**config.mk**
```make
export PLATFORM = sky130hd
export DESIGN_NAME = alu_result_tx
export DESIGN_NICKNAME = d
export VERILOG_FILES = /design/src/rtl/alu_result_tx.sv
export SDC_FILE = /design/constraint.sdc
export NUM_CORES = 1
export LEC_CHECK = 0
export ABC_AREA = 1
export CORE_MARGIN = 2
export CORE_UTILIZATION = 25
export DETAILED_ROUTE_END_ITERATION = 10
export PLACE_DENSITY = 0.44
export SYNTH_ARGS = -nofsm -noshare
export SYNTH_HDL_FRONTEND = slang
export SYNTH_SLANG_ARGS = --single-unit
```
**constraint.sdc**
```tcl
create_clock -name clk_i -period 3.05 [get_ports clk_i]
set_input_delay 0.61 -clock clk_i [delete_from_list [all_inputs] [get_ports clk_i]]
set_output_delay 0.61 -clock clk_i [all_outputs]
set_load 0.05 [all_outputs]
```
**src/rtl/alu_result_tx.sv**
```systemverilog
// alu_result_tx
// Serial transmitter that returns ALU results to the external microcontroller.
// On a send request it captures the result word and flag nibble and appends an
// even-parity bit. It then shifts the frame out MSB-first on sclk/sdata/frame
// and waits for an acknowledge from the uC, with a timeout.
//
// Ports
//   clk_i     system clock (only clock)
//   reset_ni  asynchronous active-low reset
//   send_i    transmit request, sampled only in IDLE
//   data_i    ALU result word, captured at accept
//   flags_i   ALU flag field, captured at accept
//   ack_i     uC acknowledge, sampled only in ACK
//   sclk_o    serial clock; the uC samples sdata_o on its rising edge
//   sdata_o   serial data
//   frame_o   high for the whole frame plus the ACK wait
//   busy_o    high whenever the FSM is not IDLE
//   done_o    one-cycle pulse on acknowledged completion
//   err_o     one-cycle pulse on ACK timeout
//   state_o   current FSM state (IDLE=0, LOW=1, HIGH=2, ACK=3) for debug
//
// Handshake: send_i is a valid with implicit ready = !busy_o. A request is
// taken on any edge where the FSM is IDLE and send_i=1. Requests made while
// busy are dropped, not queued. ack_i is a level sampled only while waiting in
// ACK. Outside ACK it has no effect.

module alu_result_tx #(
  parameter int DATA_WIDTH  = 16,
  parameter int FLAG_SIZE   = 4,
  parameter int HALF        = 4,
  parameter int ACK_TIMEOUT = 64
) (
  input  logic                  clk_i,
  input  logic                  reset_ni,
  input  logic                  send_i,
  input  logic [DATA_WIDTH-1:0] data_i,
  input  logic [FLAG_SIZE-1:0]  flags_i,
  input  logic                  ack_i,
  output logic                  sclk_o,
  output logic                  sdata_o,
  output logic                  frame_o,
  output logic                  busy_o,
  output logic                  done_o,
  output logic                  err_o,
  output logic [1:0]            state_o
);

  localparam int N  = FLAG_SIZE + DATA_WIDTH + 1;
  localparam int BW = $clog2(N);

  // Counters run from value-1 down to 0, so a phase lasts exactly HALF cycles.
  localparam logic [7:0]    HALF_M1  = 8'(HALF - 1);
  localparam logic [15:0]   TO_M1    = 16'(ACK_TIMEOUT - 1);
  localparam logic [BW-1:0] LAST_BIT = BW'(N - 1);

  typedef enum logic [1:0] {
    IDLE = 2'd0,
    LOW  = 2'd1,
    HIGH = 2'd2,
    ACK  = 2'd3
  } state_t;

  state_t          state;
  logic [N-1:0]    shreg;
  logic [BW-1:0]   bit_cnt;
  logic [7:0]      half_cnt;
  logic [15:0]     to_cnt;
  logic [N-1:0]    frame_word;

  // Even parity: the complete frame always contains an even number of ones.
  assign frame_word = {flags_i, data_i, ^{flags_i, data_i}};
  assign state_o    = state;

  always_ff @(posedge clk_i or negedge reset_ni) begin
    if (!reset_ni) begin
      state    <= IDLE;
      shreg    <= '0;
      bit_cnt  <= '0;
      half_cnt <= '0;
      to_cnt   <= '0;
      sclk_o   <= 1'b0;
      sdata_o  <= 1'b0;
      frame_o  <= 1'b0;
      busy_o   <= 1'b0;
      done_o   <= 1'b0;
      err_o    <= 1'b0;
    end else begin
      done_o <= 1'b0;
      err_o  <= 1'b0;
      case (state)
        IDLE: begin
          if (send_i) begin
            shreg    <= frame_word;
            bit_cnt  <= '0;
            half_cnt <= HALF_M1;
            sclk_o   <= 1'b0;
            sdata_o  <= frame_word[N-1];
            frame_o  <= 1'b1;
            busy_o   <= 1'b1;
            state    <= LOW;
          end
        end

        LOW: begin
          if (half_cnt == 8'd0) begin
            half_cnt <= HALF_M1;
            sclk_o   <= 1'b1;
            state    <= HIGH;
          end else begin
            half_cnt <= half_cnt - 8'd1;
          end
        end

        HIGH: begin
          if (half_cnt == 8'd0) begin
            half_cnt <= HALF_M1;
            sclk_o   <= 1'b0;
            if (bit_cnt == LAST_BIT) begin
              sdata_o <= 1'b0;
              to_cnt  <= '0;
              state   <= ACK;
            end else begin
              // Next bit goes out with the falling sclk edge, so it has a full
              // half-period of setup before the following rise.
              shreg   <= shreg << 1;
              sdata_o <= shreg[N-2];
              bit_cnt <= bit_cnt + BW'(1);
              state   <= LOW;
            end
          end else begin
            half_cnt <= half_cnt - 8'd1;
          end
        end

        ACK: begin
          // ack_i is tested first so it wins over a coincident timeout.
          if (ack_i) begin
            done_o  <= 1'b1;
            frame_o <= 1'b0;
            busy_o  <= 1'b0;
            state   <= IDLE;
          end else if (to_cnt == TO_M1) begin
            err_o   <= 1'b1;
            frame_o <= 1'b0;
            busy_o  <= 1'b0;
            state   <= IDLE;
          end else begin
            to_cnt <= to_cnt + 16'd1;
          end
        end

        default: begin
          state   <= IDLE;
          sclk_o  <= 1'b0;
          sdata_o <= 1'b0;
          frame_o <= 1'b0;
          busy_o  <= 1'b0;
        end
      endcase
    end
  end

endmodule

```
[Word level (Yosys, flattened, before mapping)]
Cells that the tools add are included.
Word-level totals
  input port bits: 24
  output and inout port bits: 8
  bits in registers: 56
Operators by class
  muxes and demuxes: 40
  reduce and logical (&&, ||, !) cells: 16
  equal/unequal tests: 13
  add/subtract/negate cells: 3
Operator list (count)
  2-to-1 mux 16 bit: 4
  2-to-1 mux 20 bit: 3
  case mux 20 bit (2 select lines): 1
  case mux 16 bit (2 select lines): 1
  parity 20 bit: 1
  adder 16 x 1 -> 16 bit, second input constant: 1
  == test 16 x 6 -> 1 bit, second input constant: 1
  2-to-1 mux 8 bit: 2
  case mux 8 bit (2 select lines): 1
  2-to-1 mux 5 bit: 3
  2-to-1 mux 1 bit: 14
  inequality test 2 bit, second input constant: 7
  2-to-1 mux 2 bit: 6
  AND reduction 4 bit: 3
  case mux 5 bit (2 select lines): 1
  zero test 8 bit: 1
  case mux 2 bit (4 select lines): 1
  nonzero test 2 bit: 4
  subtractor 8 x 1 -> 8 bit, second input constant: 1
  AND reduction 3 bit: 2
  adder 5 x 1 -> 5 bit, second input constant: 1
  == test 5 bit, second input constant: 1
  AND reduction 5 bit: 1
  == test 2 bit, second input constant: 2
  other kinds (8): 9

[Longest topological paths before layout]
  depth in word-level cells: 4
  depth in mapped cells: 12
  mapped depth without buffers: 12

[Least setup slack after synthesis]
No wires, ideal clock.
  path type: register -> register
  start point: register state[0], in the netlist state_o[0]
  end point: register half_cnt[5]
  path buffers: 0
  cell stages (with the launch flop): 11
  setup slack: 886 ps
  required time: 2916 ps
  data arrival time: 2030 ps
  cells stage by stage: dfrtp_1 inv_1 ha_1 inv_1 nor2_1 nor2_2 inv_1 nor4_2 nand2_1 xor2_1 nor2_1
On the way
  word-level cells in the longest chain between the ends: 4
  elaborated cells between the ends (all ways): 8
  those cells by class: eq/ne (3); mux (1); reduce/logical (4)
RTL lines
  start: declaration: line 63  | state_t state;
  start signal: assignment: line 76  | state <= IDLE;
  start signal: assignment: line 100  | state <= LOW;
  start signal: assignment: line 108  | state <= HIGH;
  == test 2 bit or == test 2 x 1 -> 1 bit (tied branches): line 90  | case (state)
  OR reduction 2 bit (no line)
  nonzero test 2 bit (no line)
  AND reduction 2 bit (no line)
  end signal: assignment: line 110  | half_cnt <= half_cnt - 8'd1;
  end signal: assignment: line 131  | half_cnt <= half_cnt - 8'd1;
  end: declaration: line 66  | logic [7:0] half_cnt;
Several ways; a longest one is shown, not always the timed one.
A chain may end at the register's enable or synchronous reset.

[Worst setup path in the final report]
  start point: register state[0], in the netlist state_o[0]
  end point: output port state_o[0]
RTL lines
  end: declaration: line 45  | output logic [1:0] state_o
No word-level cell between the ends.

==> summary by stage <==
Floorplanning
For this configuration, the core starts out at a cell density of 0.255. The area of the core is 14,400 um^2. The area of the die is between 15,000 and 20,000 um^2. The height of the die is 125 um. In this run the core area contains 44 standard-cell rows. The die is 125 um wide. The number of top-level design ports is 32.

Placement
At the end of routability-driven placement, the weighted congestion stood at 0.765. The total half-perimeter wirelength after legalization and detailed placement is around 6 mm. The port buffer count is 31. The worst setup slack after placement is roughly 0.75 ns. Once placement completed, the tool counted placed cells totaling 689.

Logic synthesis
The warning count from the yosys run is 0. The proportion of synthesized chip area in sequential cells is 0.381. Synthesis instantiated 36 different standard cells from the library. The proportion of synthesized flip-flops having asynchronous set or reset is 1.00. The total of flip-flops plus latches after synthesis is 56.

The total nets after synthesis is 516. The post-synthesis average cell area is between 7 and 8 um^2. The cell count after synthesis came out at 482. The synthesized netlist occupies a cell area of approximately 3700 um^2.

In this run, synthesis inferred 0 flip-flops with an integrated enable. For this run, the leading register cell type out of synthesis is sky130_fd_sc_hd__dfrtp_1.

Worst setup path
Broken down by cell family, the worst path's largest delay share belongs to buffers and inverters. The data arrival time of the critical path is 1.63 ns. Of all nets on the critical path, the largest fanout is 7. STA puts the critical path data required time at 2.44 ns. The sort of element at the end of the critical path is an output port. The signal on the critical path passes through clkdlybuf4s50_1.

The longest individual stage delay on the worst path is 0.86 ns. The type of the worst setup path is reg -> out. The cell with the largest stage delay on the worst path is sky130_fd_sc_hd__clkdlybuf4s50_1. The worst setup path is launched from a flop. The buffer and inverter count on the worst path is 1.

STA
Setup repair after global routing left no endpoint under its margin. The transition time at the pin with the least slew margin is 0.942 ns. After layout, the minimum clock period comes to roughly 2.2 ns. The worst path meets setup with 0.807 ns of slack. The fraction of the cycle the final worst path needs is 0.735.

The number of hold violations in the final report is 0. Setup violations remaining at the end of the flow were counted as 0. In this run the tightest slew margin relative to its limit is 0.372. Setup total negative slack on the finished layout was measured at 0 ns. The setup skew after layout is approximately 0.0060 ns.

The final-report max-slew violation count is 0. The highest achievable clock rate is 446 MHz.

Route
The routed length per placed instance is 11.3 um. The number of iterations in the first detailed-routing pass is 4. For this run, design rule violations remaining after detail routing come to 0. The wire length reported by the detailed router is slightly below 8 mm.

The detail-routed via count per cell is 4.24. The detailed router finished its first iteration with about 130 violations. The total via count after detailed routing is 2,956. The number of nets with antenna violations after detailed routing is 0.

Job
The tool flagged a number of max-cap violations equal to 0.

Min path
The path class of the tightest hold or removal check is in -> async.

Clock network
After clock tree synthesis, the clock-pin slew on the worst setup and hold paths is 0.07 ns. The total clock buffers created by CTS is 5. At the later pin of the worst-skew pair, clock insertion delay measures 0.30 ns.

The number of sinks handled by clock tree synthesis is 56. The number of buffers added to fix hold violations after cts is 0. Once the clock tree was built, the resizer swapped 0 gates to a different size. The TritonCTS clock tree is built. The number of setup buffers added after CTS is 0. CTS built an H-tree with a depth of 2. The longest clock path from root to sink contains 2 buffers. The root buffer cell is sky130_fd_sc_hd__clkbuf_16.

Cells and area
After the flow finishes, the layout carries non-filler instances totaling 697. From synthesis to final layout, the design area changed by 17.5%. After the last flow step, the layout net total stands at 546.

The proportion of layout cells with a drive suffix above 1 is 0.123. The most common library cell in the layout ignoring fill and taps is sky130_fd_sc_hd__nand2_1. Once layout is complete, the utilization of the core stands at 0.299. Leaving out fill and tap cells, the most frequent cells in the layout are sky130_fd_sc_hd__nand2_1 (157), sky130_fd_sc_hd__inv_1 (66), sky130_fd_sc_hd__dfrtp_1 (56). The number of antenna repair diodes is 0.

Pwr
The share of total power dissipated in sequential elements is 0.315. The overall power of the completed layout is 3450 uW. The internal power of the cells totals 1920 uW.

The largest vdd supply drop is 0.377 mV. In this run the power spent charging and discharging nets is 1540 uW. The part of the power in the clock network is 0.175. The reported leakage power is 0.00202 uW. Of the total power, the share spent switching nets is 0.445. The combinational power share is 0.510. The power density of the placed cells is 800 nW/um^2.

Run status
The run finished with clean final reports.

GRT
The met1 layer usage reported by global route is 0.151. The number of antenna violations at the first check in global routing is 0. The via count of the first global-routing pass is 2,828.

For this run the aggregate overflow at the end of global routing stands at 0. For this run, global-route usage on met3 was measured as 0.0321. Entering global routing, the biggest net connects 41 pins.

The fraction of met2 tracks used by global routing is 0.166. The combined global-route utilization of all metal layers is 0.108. The first-pass GRT wire length is 13.9 mm. The global routing stage identified its most utilized layer as met2.
[power groups by stage]
| stage | clock network (uW) | registers [uW] | logic, uW |
|---|---|---|---|
| after floorplan | 0 | 1190 | 1350 |
| after global placement | 0 | 1100 | 1780 |
| after detailed placement | 0 | 1110 | 1800 |
| after CTS | 634 | 1090 | 1800 |
| after global routing | 660 | 1110 | 2000 |
| final | 604 | 1090 | 1760 |
[metal layers]
| layer | part of all wire | up-vias | wire (um) |
|---|---|---|---|
| li1 | - | 1573 | - |
| met1 | 0.52 | 1354 | 4090 |
| met2 | 0.43 | 22 | 3430 |
| met3 | 0.036 | 7 | 282 |
| met4 | 0.012 | 0 | 94 |
| met5 | 0 | - | 0 |
[through the flow]
step / hold WS (ns) / cell area, um^2
6_report: 0.452 / 4320
3_3_place_gp: 0.481 / 4170
2_1_floorplan: 0.314 / 3670
4_1_cts: 0.485 / 4320
3_5_place_dp: 0.485 / 4170
5_1_grt: 0.520 / 4320
[logic make-up after synthesis]
group	share of synthesized area
buf+inv	0.0974
flops	0.381
fa+ha+maj	0.0341
xor+xnor	0.0596
compound gates	0.131
simple gates	0.296
[flip-flops by register name (all words and copies together), names as in the netlist]
name      flops
half_cnt      8
sclk_o        1
shreg        20
state_o       2
err_o         1
to_cnt       16
done_o        1
bit_cnt       5
sdata_o       1
busy_o        1
[synth_stat cells, types with 2 or more instances]
| cell type | number | area (um^2) |
|---|---|---|
| sky130_fd_sc_hd__dfrtp_1 | 56 | 1400 |
| sky130_fd_sc_hd__o21ai_0 | 5 | 25.0 |
| sky130_fd_sc_hd__nand2_2 | 2 | 12.5 |
| sky130_fd_sc_hd__nand2_1 | 157 | 589 |
| sky130_fd_sc_hd__nor3_1 | 7 | 35.0 |
| sky130_fd_sc_hd__buf_1 | 2 | 7.51 |
| sky130_fd_sc_hd__buf_4 | 4 | 30.0 |
| sky130_fd_sc_hd__inv_2 | 4 | 15.0 |
| sky130_fd_sc_hd__nor2_1 | 42 | 158 |
| sky130_fd_sc_hd__inv_1 | 66 | 248 |
| sky130_fd_sc_hd__o21ai_2 | 16 | 140 |
| sky130_fd_sc_hd__nor2_2 | 2 | 12.5 |
| sky130_fd_sc_hd__buf_6 | 4 | 45.0 |
| sky130_fd_sc_hd__nand4_1 | 6 | 37.5 |
| sky130_fd_sc_hd__a21oi_1 | 4 | 20.0 |
| sky130_fd_sc_hd__o211ai_1 | 4 | 30.0 |
| sky130_fd_sc_hd__xnor2_1 | 9 | 78.8 |
| sky130_fd_sc_hd__xor2_1 | 16 | 140 |
| sky130_fd_sc_hd__ha_1 | 10 | 125 |
| sky130_fd_sc_hd__o211ai_2 | 15 | 188 |
| sky130_fd_sc_hd__nor2_4 | 3 | 33.8 |
| sky130_fd_sc_hd__clkbuf_1 | 2 | 7.51 |
| sky130_fd_sc_hd__o21ai_1 | 13 | 65.1 |
| sky130_fd_sc_hd__nand2_4 | 2 | 22.5 |
| sky130_fd_sc_hd__nand3_1 | 20 | 100 |
[worst paths after layout]
kind | start | endpoint | slack [ns] | depth (start not counted)
setup reg to reg | state_o[0] | to_cnt[5] | 0.82 | 8
hold / removal | reset_ni | shreg[7] | 0.45 | 1
setup / recovery | state_o[0] | state_o[0] | 0.81 | 1
hold reg to reg | sclk_o | sclk_o | 0.49 | 2
max in group asynchronous | reset_ni | state_o[0] | 1.90 | 2
min in group clk_i | sclk_o | sclk_o | 0.49 | 2
[area by class of cell]
cell class                 instances  area, um^2
fill                            1554       10100
multi-input combinational        343        1920
sequential                        56        1400
timing repair buffer              36         355
inverter                          70         263
tap                              184         230
clock buffer                       7         143
clock inverter                     1        7.51
Power figures use the tool's default switching activity.
